File: config.mk
export PLATFORM = sky130hd
export DESIGN_NAME = uc_multiciclo
export DESIGN_NICKNAME = d
export VERILOG_FILES = /design/src/rtl/uc_multiciclo_pkg.sv /design/src/rtl/uc_multiciclo_fetch_wait_cnt.sv /design/src/rtl/uc_multiciclo.sv
export SDC_FILE = /design/constraint.sdc
export NUM_CORES = 1
export LEC_CHECK = 0
export CORE_ASPECT_RATIO = 0.9
export CORE_MARGIN = 5
export CORE_UTILIZATION = 43
export CTS_CLUSTER_SIZE = 24
export DETAILED_ROUTE_END_ITERATION = 10
export PLACE_DENSITY = 0.87
export REMOVE_ABC_BUFFERS = 1
export SYNTH_ARGS = -nofsm -noshare
export SYNTH_HDL_FRONTEND = slang
export SYNTH_SLANG_ARGS = --single-unit
File: constraint.sdc
create_clock -name clk -period 1.8 [get_ports clk]
set_clock_uncertainty 0.2 [all_clocks]
set_input_delay 0.18 -clock clk [delete_from_list [all_inputs] [get_ports clk]]
set_output_delay 0.18 -clock clk [all_outputs]
set_load 0.005 [all_outputs]
File: src/rtl/uc_multiciclo_pkg.sv
// Shared definitions for the multicycle control unit: state encodings,
// opcode constants, ALU operation codes and the opcode classifier.
package uc_multiciclo_pkg;

  typedef enum logic [2:0] {
    S_IDLE   = 3'd0,
    S_FETCH  = 3'd1,
    S_DECODE = 3'd2,
    S_EXEC   = 3'd3,
    S_HALT   = 3'd4
  } state_e;

  localparam logic [2:0] OP_ALU_PFX = 3'b000;
  localparam logic [5:0] OP_LOADI   = 6'b010000;
  localparam logic [5:0] OP_J       = 6'b100000;
  localparam logic [5:0] OP_JZ      = 6'b100001;
  localparam logic [5:0] OP_JNZ     = 6'b100010;
  localparam logic [5:0] OP_HALT    = 6'b111111;

  localparam logic [2:0] ALU_NOP = 3'b000;
  localparam logic [2:0] ALU_NOT = 3'b001;
  localparam logic [2:0] ALU_ADD = 3'b010;
  localparam logic [2:0] ALU_SUB = 3'b011;
  localparam logic [2:0] ALU_AND = 3'b100;
  localparam logic [2:0] ALU_OR  = 3'b101;

  typedef enum logic [2:0] {
    C_ALU, C_LOADI, C_J, C_JZ, C_JNZ, C_HALT, C_ILL
  } iclass_e;

  function automatic iclass_e classify(input logic [5:0] opc);
    iclass_e c;
    if (opc[5:3] == OP_ALU_PFX)  c = C_ALU;
    else if (opc == OP_LOADI)    c = C_LOADI;
    else if (opc == OP_J)        c = C_J;
    else if (opc == OP_JZ)       c = C_JZ;
    else if (opc == OP_JNZ)      c = C_JNZ;
    else if (opc == OP_HALT)     c = C_HALT;
    else                         c = C_ILL;
    return c;
  endfunction

endpackage

File: src/rtl/uc_multiciclo_fetch_wait_cnt.sv
// 4-bit load/decrement counter timing the program-memory read in FETCH.
// done is high once the count has reached zero.
module uc_multiciclo_fetch_wait_cnt (
  input  logic       clk,
  input  logic       load,
  input  logic [3:0] load_val,
  input  logic       dec,
  output logic       done
);

  logic [3:0] cnt_p0;

  always_ff @(posedge clk) begin
    if (load)
      cnt_p0 <= load_val;
    else if (dec && (cnt_p0 != 4'd0))
      cnt_p0 <= cnt_p0 - 4'd1;
  end

  assign done = (cnt_p0 == 4'd0);

endmodule

File: src/rtl/uc_multiciclo.sv
// Multicycle control unit: FETCH -> DECODE -> EXEC with run/step/halt control.
// Optional retired-instruction counter enabled by defining INSTR_CNT_EN.
module uc_multiciclo
  import uc_multiciclo_pkg::*;
#(
  parameter int FETCH_WAIT = 1
`ifdef INSTR_CNT_EN
  , parameter int CNT_W = 16
`endif
) (
  input  logic       clk,
  input  logic       reset,
  input  logic [5:0] opcode,
  input  logic       z,
  input  logic       run,
  input  logic       step,
  output logic       pc_we,
  output logic       s_inc,
  output logic       s_inm,
  output logic       we3,
  output logic       wez,
  output logic [2:0] op_alu,
  output logic       busy,
  output logic       halted,
  output logic       err,
  output logic       instr_done
`ifdef INSTR_CNT_EN
  , output logic [CNT_W-1:0] instr_cnt
`endif
);

  state_e  state_q, state_d;
  logic    oneshot_q, oneshot_d;
  logic    err_q, err_d;
  logic    wait_done;
  iclass_e iclass;

  uc_multiciclo_fetch_wait_cnt u_wait (
    .clk      (clk),
    .load     (state_q != S_FETCH),
    .load_val (4'(FETCH_WAIT - 1)),
    .dec      (state_q == S_FETCH),
    .done     (wait_done)
  );

  always_ff @(posedge clk) begin
    if (reset) begin
      state_q   <= S_IDLE;
      oneshot_q <= 1'b0;
      err_q     <= 1'b0;
    end else begin
      state_q   <= state_d;
      oneshot_q <= oneshot_d;
      err_q     <= err_d;
    end
  end

  always_comb begin
    state_d    = state_q;
    oneshot_d  = oneshot_q;
    err_d      = err_q;
    pc_we      = 1'b0;
    s_inc      = 1'b1;
    s_inm      = 1'b0;
    we3        = 1'b0;
    wez        = 1'b0;
    op_alu     = ALU_NOP;
    instr_done = 1'b0;
    iclass     = classify(opcode);

    // Datapath selects follow the opcode throughout DECODE and EXEC
    if (state_q == S_DECODE || state_q == S_EXEC) begin
      case (iclass)
        C_ALU:   op_alu = opcode[2:0];
        C_LOADI: s_inm  = 1'b1;
        C_J:     s_inc  = 1'b0;
        C_JZ:    s_inc  = ~z;
        C_JNZ:   s_inc  = z;
        default: ;
      endcase
    end

    case (state_q)
      S_IDLE: begin
        if (run) begin
          state_d   = S_FETCH;
          oneshot_d = 1'b0;
        end else if (step) begin
          state_d   = S_FETCH;
          oneshot_d = 1'b1;
        end
      end
      S_FETCH: begin
        if (wait_done) state_d = S_DECODE;
      end
      S_DECODE: begin
        case (iclass)
          C_HALT:  state_d = S_HALT;
          C_ILL: begin
            state_d = S_HALT;
            err_d   = 1'b1;
          end
          default: state_d = S_EXEC;
        endcase
      end
      S_EXEC: begin
        pc_we      = 1'b1;
        instr_done = 1'b1;
        we3        = (iclass == C_ALU) || (iclass == C_LOADI);
        wez        = (iclass == C_ALU);
        if (run && !oneshot_q) begin
          state_d = S_FETCH;
        end else begin
          state_d   = S_IDLE;
          oneshot_d = 1'b0;
        end
      end
      S_HALT:  ;
      default: state_d = S_IDLE;
    endcase

    // A reset cycle aborts whatever is in flight: no architectural writes
    if (reset) begin
      pc_we      = 1'b0;
      s_inc      = 1'b1;
      s_inm      = 1'b0;
      we3        = 1'b0;
      wez        = 1'b0;
      op_alu     = ALU_NOP;
      instr_done = 1'b0;
    end
  end

  assign busy   = !reset && (state_q == S_FETCH || state_q == S_DECODE || state_q == S_EXEC);
  assign halted = !reset && (state_q == S_HALT);
  assign err    = !reset && err_q;

`ifdef INSTR_CNT_EN
  logic [CNT_W-1:0] cnt_q;

  always_ff @(posedge clk) begin
    if (reset)
      cnt_q <= '0;
    else if (instr_done)
      cnt_q <= cnt_q + 1'b1;
  end

  assign instr_cnt = reset ? '0 : cnt_q;
`endif

endmodule

== Word-level counts from Yosys, hierarchy flattened ==
Cells that the tools add are included.
Storage, ports and cells
  bits in registers: 9
  output and inout port bits: 12
  word-level logic and storage cells: 78
Operators by class
  $add $sub $neg: 1
  equality and inequality tests: 19
  multiplexer cells: 31
  bitwise gates (word level): 2
  reductions and logical operators: 21
Operators by type and width (count)
  3-bit two-way mux: 11
  6-bit == test (second input constant): 4
  1-bit two-way mux: 15
  3-bit case mux with 5 select lines: 1
  3-bit by 2-bit == test with 1-bit output (second input constant): 4
  3-bit == test (second input constant): 4
  3-bit logical NOT: 3
  3-bit by 1-bit == test with 1-bit output (second input constant): 2
  6-bit by 5-bit == test with 1-bit output (second input constant): 1
  3-bit AND reduction: 2
  1-bit logical AND: 5
  4-bit logical NOT: 1
  1-bit logical OR: 4
  2-bit two-way mux: 2
  2-bit != test (second input constant): 2
  4-bit nonzero test: 1
  4-bit by 1-bit subtractor with 4-bit output (second input constant): 1
  3-bit by 1-bit != test with 1-bit output (second input constant): 1
  3-bit != test (second input constant): 1
  1-bit case mux with 3 select lines: 1
  1-bit logical NOT: 2
  1-bit NOT: 2
  1-bit case mux with 2 select lines: 1
  2-bit AND reduction: 1
  other kinds (2): 2

== Logic depth before layout (Yosys ltp) ==
Gate-level depths: netlist (run 1).
  depth after elaboration: 11
  mapped depth: 6
  gate-level depth less buffers: 6

== Cells and area by module ==
From an unflattened synthesis (run 1), not the netlist that was laid out.
Unflattened totals
  cells, all modules: 92
  area, all modules: 747.0 um2
By module, submodules not included
  uc_multiciclo: instances 1, cells an instance 70, area each 513.0 um2, seq. area each 100.1 um2
  uc_multiciclo_fetch_wait_cnt: instances 1, cells an instance 22, area each 234.0 um2, seq. area each 120.1 um2

== Least setup slack after synthesis (run 1) ==
No wires, ideal clock.
  path kind: input to output
  start: in opcode[3]
  end: out s_inc
  arrival: 1303 ps
  data required time: 1420 ps
  path slack: 117 ps
  stages: 5
  buffers on the path: 1
  cells stage by stage: clkbuf_1 > or4b_2 > nor3_1 > o21bai_1 > o2111ai_1
Between the ends
  word-level cells in the longest chain between the ends: 11
  elaborated cells on any way between the ends: 18
Ends and longest elaborated chain
  start, declared: RTL line uc_multiciclo.sv:13  | input logic [5:0] opcode,
  6-bit == test: RTL line uc_multiciclo_pkg.sv:38  | else if (opc == OP_HALT) c = C_HALT;
  2-bit two-way mux: RTL line uc_multiciclo_pkg.sv:38
  2-bit two-way mux: RTL line uc_multiciclo_pkg.sv:37  | else if (opc == OP_JNZ) c = C_JNZ;
  3-bit two-way mux: RTL line uc_multiciclo_pkg.sv:36  | else if (opc == OP_JZ) c = C_JZ;
  3-bit two-way mux: RTL line uc_multiciclo_pkg.sv:35  | else if (opc == OP_J) c = C_J;
  3-bit two-way mux: RTL line uc_multiciclo_pkg.sv:34  | else if (opc == OP_LOADI) c = C_LOADI;
  3-bit two-way mux *: RTL line uc_multiciclo_pkg.sv:33  | if (opc[5:3] == OP_ALU_PFX) c = C_ALU;
  3-bit == test / 3-bit by 2-bit == test with 1-bit output (equally long branches): RTL line uc_multiciclo.sv:73  | case (iclass)
  1-bit case mux with 3 select lines *: RTL line uc_multiciclo.sv:73
  1-bit two-way mux *: RTL line uc_multiciclo.sv:72  | if (state_q == S_DECODE || state_q == S_EXEC) begin
  1-bit two-way mux *: RTL line uc_multiciclo.sv:123  | if (reset) begin
  end, declared: RTL line uc_multiciclo.sv:18  | output logic s_inc,
Mark *: on every way between the ends. The rest lies on a longest branch, timed or not.

== Final worst setup path (run 1) ==
  start: in opcode[2]
  end: out we3
Between the ends
  word-level cells in the longest chain between the ends: 11
  elaborated cells on any way between the ends: 16
Ends and longest elaborated chain
  6-bit == test: RTL line uc_multiciclo_pkg.sv:38
  2-bit two-way mux: RTL line uc_multiciclo_pkg.sv:38
  2-bit two-way mux: RTL line uc_multiciclo_pkg.sv:37
  3-bit two-way mux: RTL line uc_multiciclo_pkg.sv:36
  3-bit two-way mux: RTL line uc_multiciclo_pkg.sv:35
  3-bit two-way mux *: RTL line uc_multiciclo_pkg.sv:34
  3-bit two-way mux *: RTL line uc_multiciclo_pkg.sv:33
  3-bit by 1-bit == test with 1-bit output / 3-bit logical NOT (equally long branches): RTL line uc_multiciclo.sv:109  | we3 = (iclass == C_ALU) || (iclass == C_LOADI);
  1-bit logical OR *: RTL line uc_multiciclo.sv:109
  1-bit two-way mux *: RTL line uc_multiciclo.sv:83  | case (state_q)
  1-bit two-way mux *: RTL line uc_multiciclo.sv:123
  end, declared: RTL line uc_multiciclo.sv:20  | output logic we3,
Marked as above.

==> results.toml, run 1 <==
[yosys]
synth_top_cell_by_area = "dfxtp_1"
synth_cells = 88
ys_ff_latch = 9
synth_area_um2 = 638.1
yosys.area.top_type_share_pct = 28.24
synthTopCellsByArea = "dfxtp_1, nor2_1, nor3_1"
ys_seq_area_share_pct = 28.24
synth_cell_type_count = 37
postSynthAreaPerCell_um2 = 7.251
ys_warn_count = 0

[sta]
finalHoldViolCount = 0
setup_ws_ns = -0.07671
finalSetupViolCount = 3
clock.fmax_ghz = 0.5328
period_minus_slack_ns = 1.877
finalCritPeriodShare_pct = 104.3
final-max-slew-violation-count = 0
tightest_slew_ns = 0.3445
relSlewSlack_pct = 76.73
hold_ws_ns = 0.1478
grt_setup_unrepaired = "yes"

[detailed_routing]
wl_met1_um = 1062
wl_met2_um = 1397
drt_iter0_drc = 75
num_vias = 976
drt_wl_total_um = 2949
drc = 0
post_drt_wl_per_cell_um = 19.03
wl_met3_um = 349
top_layer = "met4"
first_pass_iters = 5
vias_per_cell = 6.297
drtAntennaViolNets = 0

[pwr]
p_leak_nw = 0.5677
total_power_uw = 766.8
vdd_drop_max_mv = 0.5057
power.density_mw_per_mm2 = 639.1

[clocking]
cts_buffer_depth = 2
root_buffer = "clkbuf_4"
cts_max_level = 1
cts_made_buffers = 3
clkSinkCount = 9
path_clk_slew_ns = 0.06
cts_tree = "yes"
clock_latency_ns = 0.27

[critical_path]
path_common_cell = "buf_2"
r2r_end = "state_q[1]"
crit_buf_inv = 2
crit_fanout = 5
path_delay_family = "simple AND/OR/NAND/NOR gates"
critPathArrivalTime_ns = 1.50
cpMaxStageDelayCell = "or4b_4"
end_kind = "output port"
r2r_cells = 7
r2r_setup_slack_ns = 0.10
cp_data_required_time_ns = 1.42
reg2reg_from = "u_wait.cnt_p0[0]"
worstPathCellList = "buf_2, or4b_4, o22ai_4, nor2_4, nor4_1, buf_2"
crit_start = "opcode[2]"
cp-start-kind = "input pin"
critical_path.max_stage_delay_ns = 0.55
criticalPathCategory = "input pin to output port"

[cells_and_area]
fin_nets = 153
fill_cells = 74
layout-drive-gt1-share_pct = 50.00
area_delta_synth_final_pct = 88.04
n_antenna_cell = 0
final_util_pct = 83.83

[hold_path]
min_to = "state_q[1]"
hold_class = "input pin to flop"
min_path_cells = 3
worstHoldStart = "reset"

[floorplan]
die_y_um = 46.55
initial_core_util_pct = 44.58
row_count = 13
coreArea_mm2 = 0.001431
dieArea_mm2 = 0.002355
ios = 23
fp.dieW_um = 50.61

[global_route]
grt_antenna_before_repair = 0
grt.overflow.total = 0
grt_pass1_wl_um = 3960
grt_max_degree = 12
grt_pass1_vias = 847
grt.total_usage_pct = 23.05

[placement]
numPortBuffers = 22
dp_hpwl_um = 1615
preCtsSetupSlack_ns = -0.9290
gp_congestion = 0.7731

[status]
violations = "setup timing"
status = "finished, violations left"

[job]
cap_violations = 0
-- placed cells by master (no fill, tap or decap), types with 4 or more instances in the layout --
| master | Yosys | final |
|---|---|---|
| a21oi_1 | 5 | 4 |
| nor2_1 | 10 | 8 |
| buf_4 | 1 | 29 |
| clkdlybuf4s50_1 | 0 | 4 |
| buf_2 | 0 | 7 |
| inv_1 | 8 | 8 |
| nand2_1 | 6 | 5 |
| dfxtp_1 | 9 | 7 |
| nor3_1 | 7 | 5 |
-- cells in the mapped netlist, drive strengths merged --
master	n
nor4	2
or4b	2
a211oi	1
nor3b	2
o41ai	1
nor2b	1
a211o	1
nand4	1
o31a	1
ha	1
inv	8
buf	1
a21oi	5
a221oi	1
o21bai	1
a31oi	2
xnor2	1
o22ai	1
and2	3
a31o	1
mux2	1
nand3	4
nor2	10
and3	1
clkbuf	4
or2	1
dfxtp	9
o2111ai	1
nor3	8
nand2	6
o32ai	1
or4	2
o21ai	1
or3	2
-- kinds of logic after synthesis --
| group | after synthesis | synth area share [%] |
|---|---|---|
| xor gates and xnor gates | 1 | 1.373 |
| DFF | 9 | 28.23 |
| muxes | 1 | 1.765 |
| buffers and inverters | 13 | 8.235 |
| AOI/OAI and AO/OA | 18 | 19.61 |
| and+or+nand+nor | 45 | 38.83 |
| adders and majority gates | 1 | 1.960 |
-- metrics by stage --
stage / setup TNS, ns / std cells / area (um^2)
2_1_floorplan: 0 / 83 / 615.6
3_3_place_gp: -6.109 / 137 / 982.2
3_5_place_dp: -6.958 / 137 / 982.2
4_1_cts: -0.4297 / 152 / 1116
5_1_grt: -0.3066 / 155 / 1200
6_report: -0.1346 / 155 / 1200
-- cell type report --
class	count	area [um^2]	area share [%]
clock buffers	4	26.28	2.190
repair buffers	53	421.7	35.14
inverters	8	30.03	2.503
well taps	15	18.77	1.564
multi-input cells	66	520.5	43.38
flip-flops and latches	9	182.7	15.22
-- how the worst max path moves through the flow --
stage / endpoint / cells past startpoint / slack, ns
floorplan: we3 / 4 / 0.19
global placement: we3 / 6 / -0.90
detailed placement: we3 / 6 / -0.93
CTS: pc_we / 6 / -0.17
global route: we3 / 6 / -0.11
finish: we3 / 6 / -0.08
-- timing repair --
item,in CTS,in global routing
pin swaps,9,10
hold buffers,0,0
setup endpoints to repair,13,10
gates resized for setup,60,25
hold endpoints to repair,0,0
buffers inserted,11,3
-- state kept, by name (all words and copies together), names as in the netlist --
register,count
state_q,3
err_q,1
oneshot_q,1
u_wait.cnt_p0,4
-- worst min-delay path: stages --
cell            delay, ns
dlymetal6s2s_1       0.15
buf_4                0.20
nor3_2               0.05
-- power by group --
part	switching, mW	leakage, nW	internal, mW
logic	0.189	0.479	0.170
registers	0.0218	0.0742	0.225
clock network	0.0757	0.0150	0.0857
-- layer usage --
| metal | vias to the layer above | global-route usage, % |
|---|---|---|
| met1 | 454 | 27.88 |
| met3 | 18 | 5.825 |
| li1 | 428 | - |
| met4 | 0 | 13.78 |
| met2 | 76 | 36.88 |
| met5 | - | 0 |
(Power assumes the default switching activity.)
==> run 2: changes to the inputs <==
ABC_CLOCK_PERIOD_IN_PS = 1800   (was not set)
CORE_MARGIN = 3   (was 5)
==> run 2 against run 1 <==
- largest power group unchanged
- setup slack improved by 0.011 ns
- critical endpoint is now s_inc
- the run still ends with setup timing left
- sequential share of layout area increased by 1.5 points
- die area shrank 16%
- non-clock buffer count shrank 12
==> results.toml, run 2 (same netlist as run 1, synthesis figures left out) <==
[critical_path]
crit_fanout = 4
critical_path.max_stage_delay_ns = 0.53
end_kind = "output port"
critPathArrivalTime_ns = 1.49
crit_buf_inv = 3
r2r_cells = 7
r2r_setup_slack_ns = 0.15
r2r_end = "state_q[0]"
cp-start-kind = "input pin"
cp_data_required_time_ns = 1.42
worstPathCellList = "buf_2, buf_4, or4_4, nor3b_2, o2111ai_2, buf_2"
path_delay_family = "simple AND/OR/NAND/NOR gates"
reg2reg_from = "u_wait.cnt_p0[1]"
criticalPathCategory = "input pin to output port"
cpMaxStageDelayCell = "or4_4"
path_common_cell = "buf_2"

[sta]
finalSetupViolCount = 2
clock.fmax_ghz = 0.5358
period_minus_slack_ns = 1.866
tns_ns = -0.1183
finalHoldViolCount = 0
tightest_slew_ns = 0.3068
relSlewSlack_pct = 79.43
grt_setup_unrepaired = "yes"
finalCritPeriodShare_pct = 103.7
setup_ws_ns = -0.06620
final-max-slew-violation-count = 0

[clocking]
cts_max_level = 1
clkSinkCount = 9
path_clk_slew_ns = 0.06
root_buffer = "clkbuf_4"
cts_made_buffers = 3
cts_buffer_depth = 2
clock_latency_ns = 0.28
cts_tree = "yes"

[placement]
numPortBuffers = 22
dp_hpwl_um = 1638
preCtsSetupSlack_ns = -0.8768
gp_congestion = 0.8528
dp.cells = 135

[cells_and_area]
area_delta_synth_final_pct = 69.61
layout_commonest_cell = "buf_4"
fill_cells = 75
largest_register_ffs = 4
fin_nets = 141
fin_cells = 142
multiInputGateArea_um2 = 498.0
top_register = "u_wait.cnt_p0"
layout-drive-gt1-share_pct = 39.84
final_cell_mix = "buf_4, inv_1, nor2_1, dfxtp_1, buf_2"
top_regs = "u_wait.cnt_p0 x4, state_q x3"
seq_area_um2 = 181.4
n_antenna_cell = 0
final_util_pct = 82.85

[detailed_routing]
drc = 0
drt_iter0_drc = 33
drtAntennaViolNets = 0
post_drt_wl_per_cell_um = 16.11
num_vias = 839
vias_per_cell = 5.908
first_pass_iters = 4
drt_wl_total_um = 2288

[status]
status = "finished, violations left"
violations = "setup timing"

[floorplan]
initial_core_util_pct = 48.85
dieArea_mm2 = 0.001983
coreArea_mm2 = 0.001306
die_y_um = 42.55
fp.dieW_um = 46.61
row_count = 12
ios = 23

[pwr]
p_leak_nw = 0.4741
power.density_mw_per_mm2 = 654.7
vdd_drop_max_mv = 0.5300

[hold_path]
worstHoldStart = "reset"
hold_class = "input pin to flop"
min_path_cells = 4
min_to = "state_q[0]"

[global_route]
grt.total_usage_pct = 27.52
grt_pass1_vias = 840
grt_pass1_wl_um = 3857
grt_antenna_before_repair = 0
grt_max_degree = 12
grt.overflow.total = 0

[job]
cap_violations = 0
run 2: cell count changes in the layout (fill, tap and decap cells not counted), moves of 2 or more:
cell and change:
buf_4 -10, dlygate4sd2_1 +4, dlymetal6s2s_1 -2, clkbuf_2 -3
buf_6 -2
run 2: layout make-up:
cell class              instances  area share, %
clock buffers                   4          2.428
inverters                       8          2.775
flip-flops and latches          9          16.76
repair buffers                 41          30.40
well taps                      14          1.618
multi-input cells              66          46.01
run 2: power breakdown:
group | total, mW | internal (mW) | leakage (nW) | switching, mW
Sequential | 0.242 | 0.224 | 0.0738 | 0.0179
Combinational | 0.299 | 0.140 | 0.385 | 0.159
Clock | 0.168 | 0.0862 | 0.0150 | 0.0817
run 2: per-stage QoR:
| stage | instance area (um^2) | hold WS [ns] | total power, mW |
|---|---|---|---|
| detailed placement | 973.4 | 0.2870 | 0.5174 |
| CTS | 1040 | 0.2273 | 0.6984 |
| global route | 1082 | 0.09892 | 0.7584 |
| floorplan | 615.6 | 0.05087 | 0.3782 |
| finish | 1082 | 0.06561 | 0.7086 |
| global placement | 973.4 | 0.2484 | 0.5025 |
run 2: repair_timing:
item,4_1_cts,5_1_grt
setup buffers,3,0
pin swaps,10,6
resized for setup,63,11
setup endpoints to repair,14,10
hold buffers,0,0
run 2: how the worst max path moves through the flow:
stage / from / end / slack, ns / cells past startpoint
3_5_place_dp: opcode[1] / we3 / -0.88 / 6
4_1_cts: opcode[1] / s_inc / -0.03 / 6
6_report: opcode[4] / s_inc / -0.07 / 6
2_1_floorplan: opcode[5] / we3 / 0.19 / 4
3_3_place_gp: opcode[1] / we3 / -0.82 / 6
5_1_grt: opcode[4] / s_inc / -0.12 / 6
run 2: worst min-delay path, delay by kind of cell:
| family | cells | cell delay [ns] |
|---|---|---|
| AOI/OAI and AO/OA | 2 | 0.09 |
| and+or+nand+nor | 1 | 0.07 |
| buffers and inverters | 1 | 0.15 |
run 2: routing by layer:
layer	track usage, %	part of all wire, %	routed length (um)
met5	0	0	0
met3	9.442	6.3	145
met1	35.22	42	970
met2	39.84	48	1108
met4	13.64	2.8	65
==> run 3: changes to the inputs <==
GPL_TIMING_DRIVEN = 0   (was not set)
SKIP_LAST_GASP = 1   (was not set)
==> run 3 against run 2 <==
- the flow still finishes with violations (setup timing)
- register-to-register slack worse by 0.17 ns
- die area stayed put
- non-clock buffer count is 5 lower
- critical path depth is 1 lower
- combinational power is 7.7% lower
- global-route usage is 1.0 points lower
- setup slack worse by 0.065 ns
- sequential share of layout area is 0.75 points higher
- first-iteration DRC count is 45% higher
- worst hold slack better by 0.20 ns
- highest routed layer unchanged
==> results.toml, run 3 (same netlist as run 1, synthesis figures left out) <==
[status]
status = "finished, violations left"
violations = "setup timing"

[global_route]
grt_antenna_before_repair = 0
grt.total_usage_pct = 26.51
grt_pass1_vias = 781
grt_pass1_wl_um = 3822
grt_max_degree = 13
grt.overflow.total = 0

[critical_path]
critical_path.max_stage_delay_ns = 0.37
path_delay_family = "simple AND/OR/NAND/NOR gates"
end_kind = "output port"
worstPathCellList = "nor2_4, nand3_2, buf_4, nor3_1, dlygate4sd2_1"
r2r_cells = 6
cp-start-kind = "flop"
cpMaxStageDelayCell = "dfxtp_4"
critPathArrivalTime_ns = 1.55
crit_buf_inv = 2
path_depth = 5
crit_fanout = 4
cp_data_required_time_ns = 1.42
criticalPathCategory = "flop to output port"

[detailed_routing]
drtAntennaViolNets = 0
post_drt_wl_per_cell_um = 18.60
drc = 0
num_vias = 890
drt_iter0_drc = 48
drt_wl_total_um = 2548
first_pass_iters = 7
vias_per_cell = 6.496

[cells_and_area]
top_regs = "u_wait.cnt_p0 x4, state_q x3"
area_delta_synth_final_pct = 69.02
layout_commonest_cell = "buf_4"
layout-drive-gt1-share_pct = 41.46
largest_register_ffs = 4
n_antenna_cell = 0
fin_nets = 136
final_util_pct = 82.57
final_cell_mix = "buf_4, nor2_1, inv_1"
fill_cells = 77
top_register = "u_wait.cnt_p0"

[floorplan]
coreArea_mm2 = 0.001306
die_y_um = 42.55
initial_core_util_pct = 48.85
ios = 23
row_count = 12
fp.dieW_um = 46.61
dieArea_mm2 = 0.001983

[sta]
setup_ws_ns = -0.1313
relSlewSlack_pct = 69.81
grt_setup_unrepaired = "yes"
finalHoldViolCount = 0
period_minus_slack_ns = 1.931
final-max-slew-violation-count = 0
clock.fmax_ghz = 0.5178
tns_ns = -0.3030
finalCritPeriodShare_pct = 107.3
hold_ws_ns = 0.2634
finalSetupViolCount = 7
tightest_slew_ns = 0.4509

[clocking]
cts_made_buffers = 3
clock_latency_ns = 0.26
cts_max_level = 1
cts_buffer_depth = 2
cts_tree = "yes"
root_buffer = "clkbuf_4"
path_clk_slew_ns = 0.07
clkSinkCount = 9

[pwr]
power_frac_comb_pct = 38.8
p_int_uw = 440.9
p_sw_uw = 271.6
clkPwrFrac_pct = 22.5
seq_power_share_pct = 38.7
p_leak_nw = 0.4881
power.density_mw_per_mm2 = 660.7
total_power_uw = 712.6
vdd_drop_max_mv = 0.6420
switching_share_pct = 38.12

[placement]
gp_congestion = 0.7786
preCtsSetupSlack_ns = -0.9897
dp_hpwl_um = 1321
numPortBuffers = 22

[hold_path]
min_path_cells = 4
hold_class = "input pin to flop"

[job]
cap_violations = 0
## run 3: routing by layer
layer  global-route usage, %  routed length, um  vias up
met5                       0                  0        -
met4                   3.977                 89        0
met3                   6.867                208       14
met2                   46.43               1280       59
met1                   31.88                969      423
li1                        -                  -      394
## run 3: power by group through the flow
stage,Combinational [mW],Sequential [mW],Clock (mW)
6_report,0.276,0.276,0.160
5_1_grt,0.294,0.277,0.171
4_1_cts,0.238,0.267,0.160
3_5_place_dp,0.200,0.265,0
3_3_place_gp,0.191,0.262,0
2_1_floorplan,0.123,0.256,0
## run 3: final cells by class
class | instances | area [um^2] | area share (%)
multi-input combinational | 66 | 508.0 | 47.10
timing repair buffer | 36 | 307.8 | 28.54
sequential | 9 | 188.9 | 17.52
inverter | 8 | 30.03 | 2.784
clock buffer | 4 | 26.28 | 2.436
tap | 14 | 17.52 | 1.624
## run 3: path summary, 6_finish.rpt
path,slack (ns),from,endpoint
worst min-delay path,0.26,opcode[3],state_q[0]
worst max register to register,-0.02,u_wait.cnt_p0[0],state_q[0]
worst max-delay path,-0.13,state_q[2],wez
worst min register to register,0.27,err_q,err_q
## run 3: what timing repair did
item,CTS,global route
setup buffers,12,3
endpoints found under the setup margin,14,10
hold buffers,0,0
pin swaps,10,11
gates resized for setup,66,24
## run 3: tightest hold or removal path, cell delays in order
cell,delay [ns]
buf_4,0.18
a31o_4,0.13
buf_4,0.12
a221oi_1,0.08
## run 3: stage by stage
step                      instance area, um^2  instances
after global routing                     1079        137
final                                    1079        137
after global placement                  853.3        119
after detailed placement                853.3        119
after CTS                                1011        135
after floorplan                         615.6         83
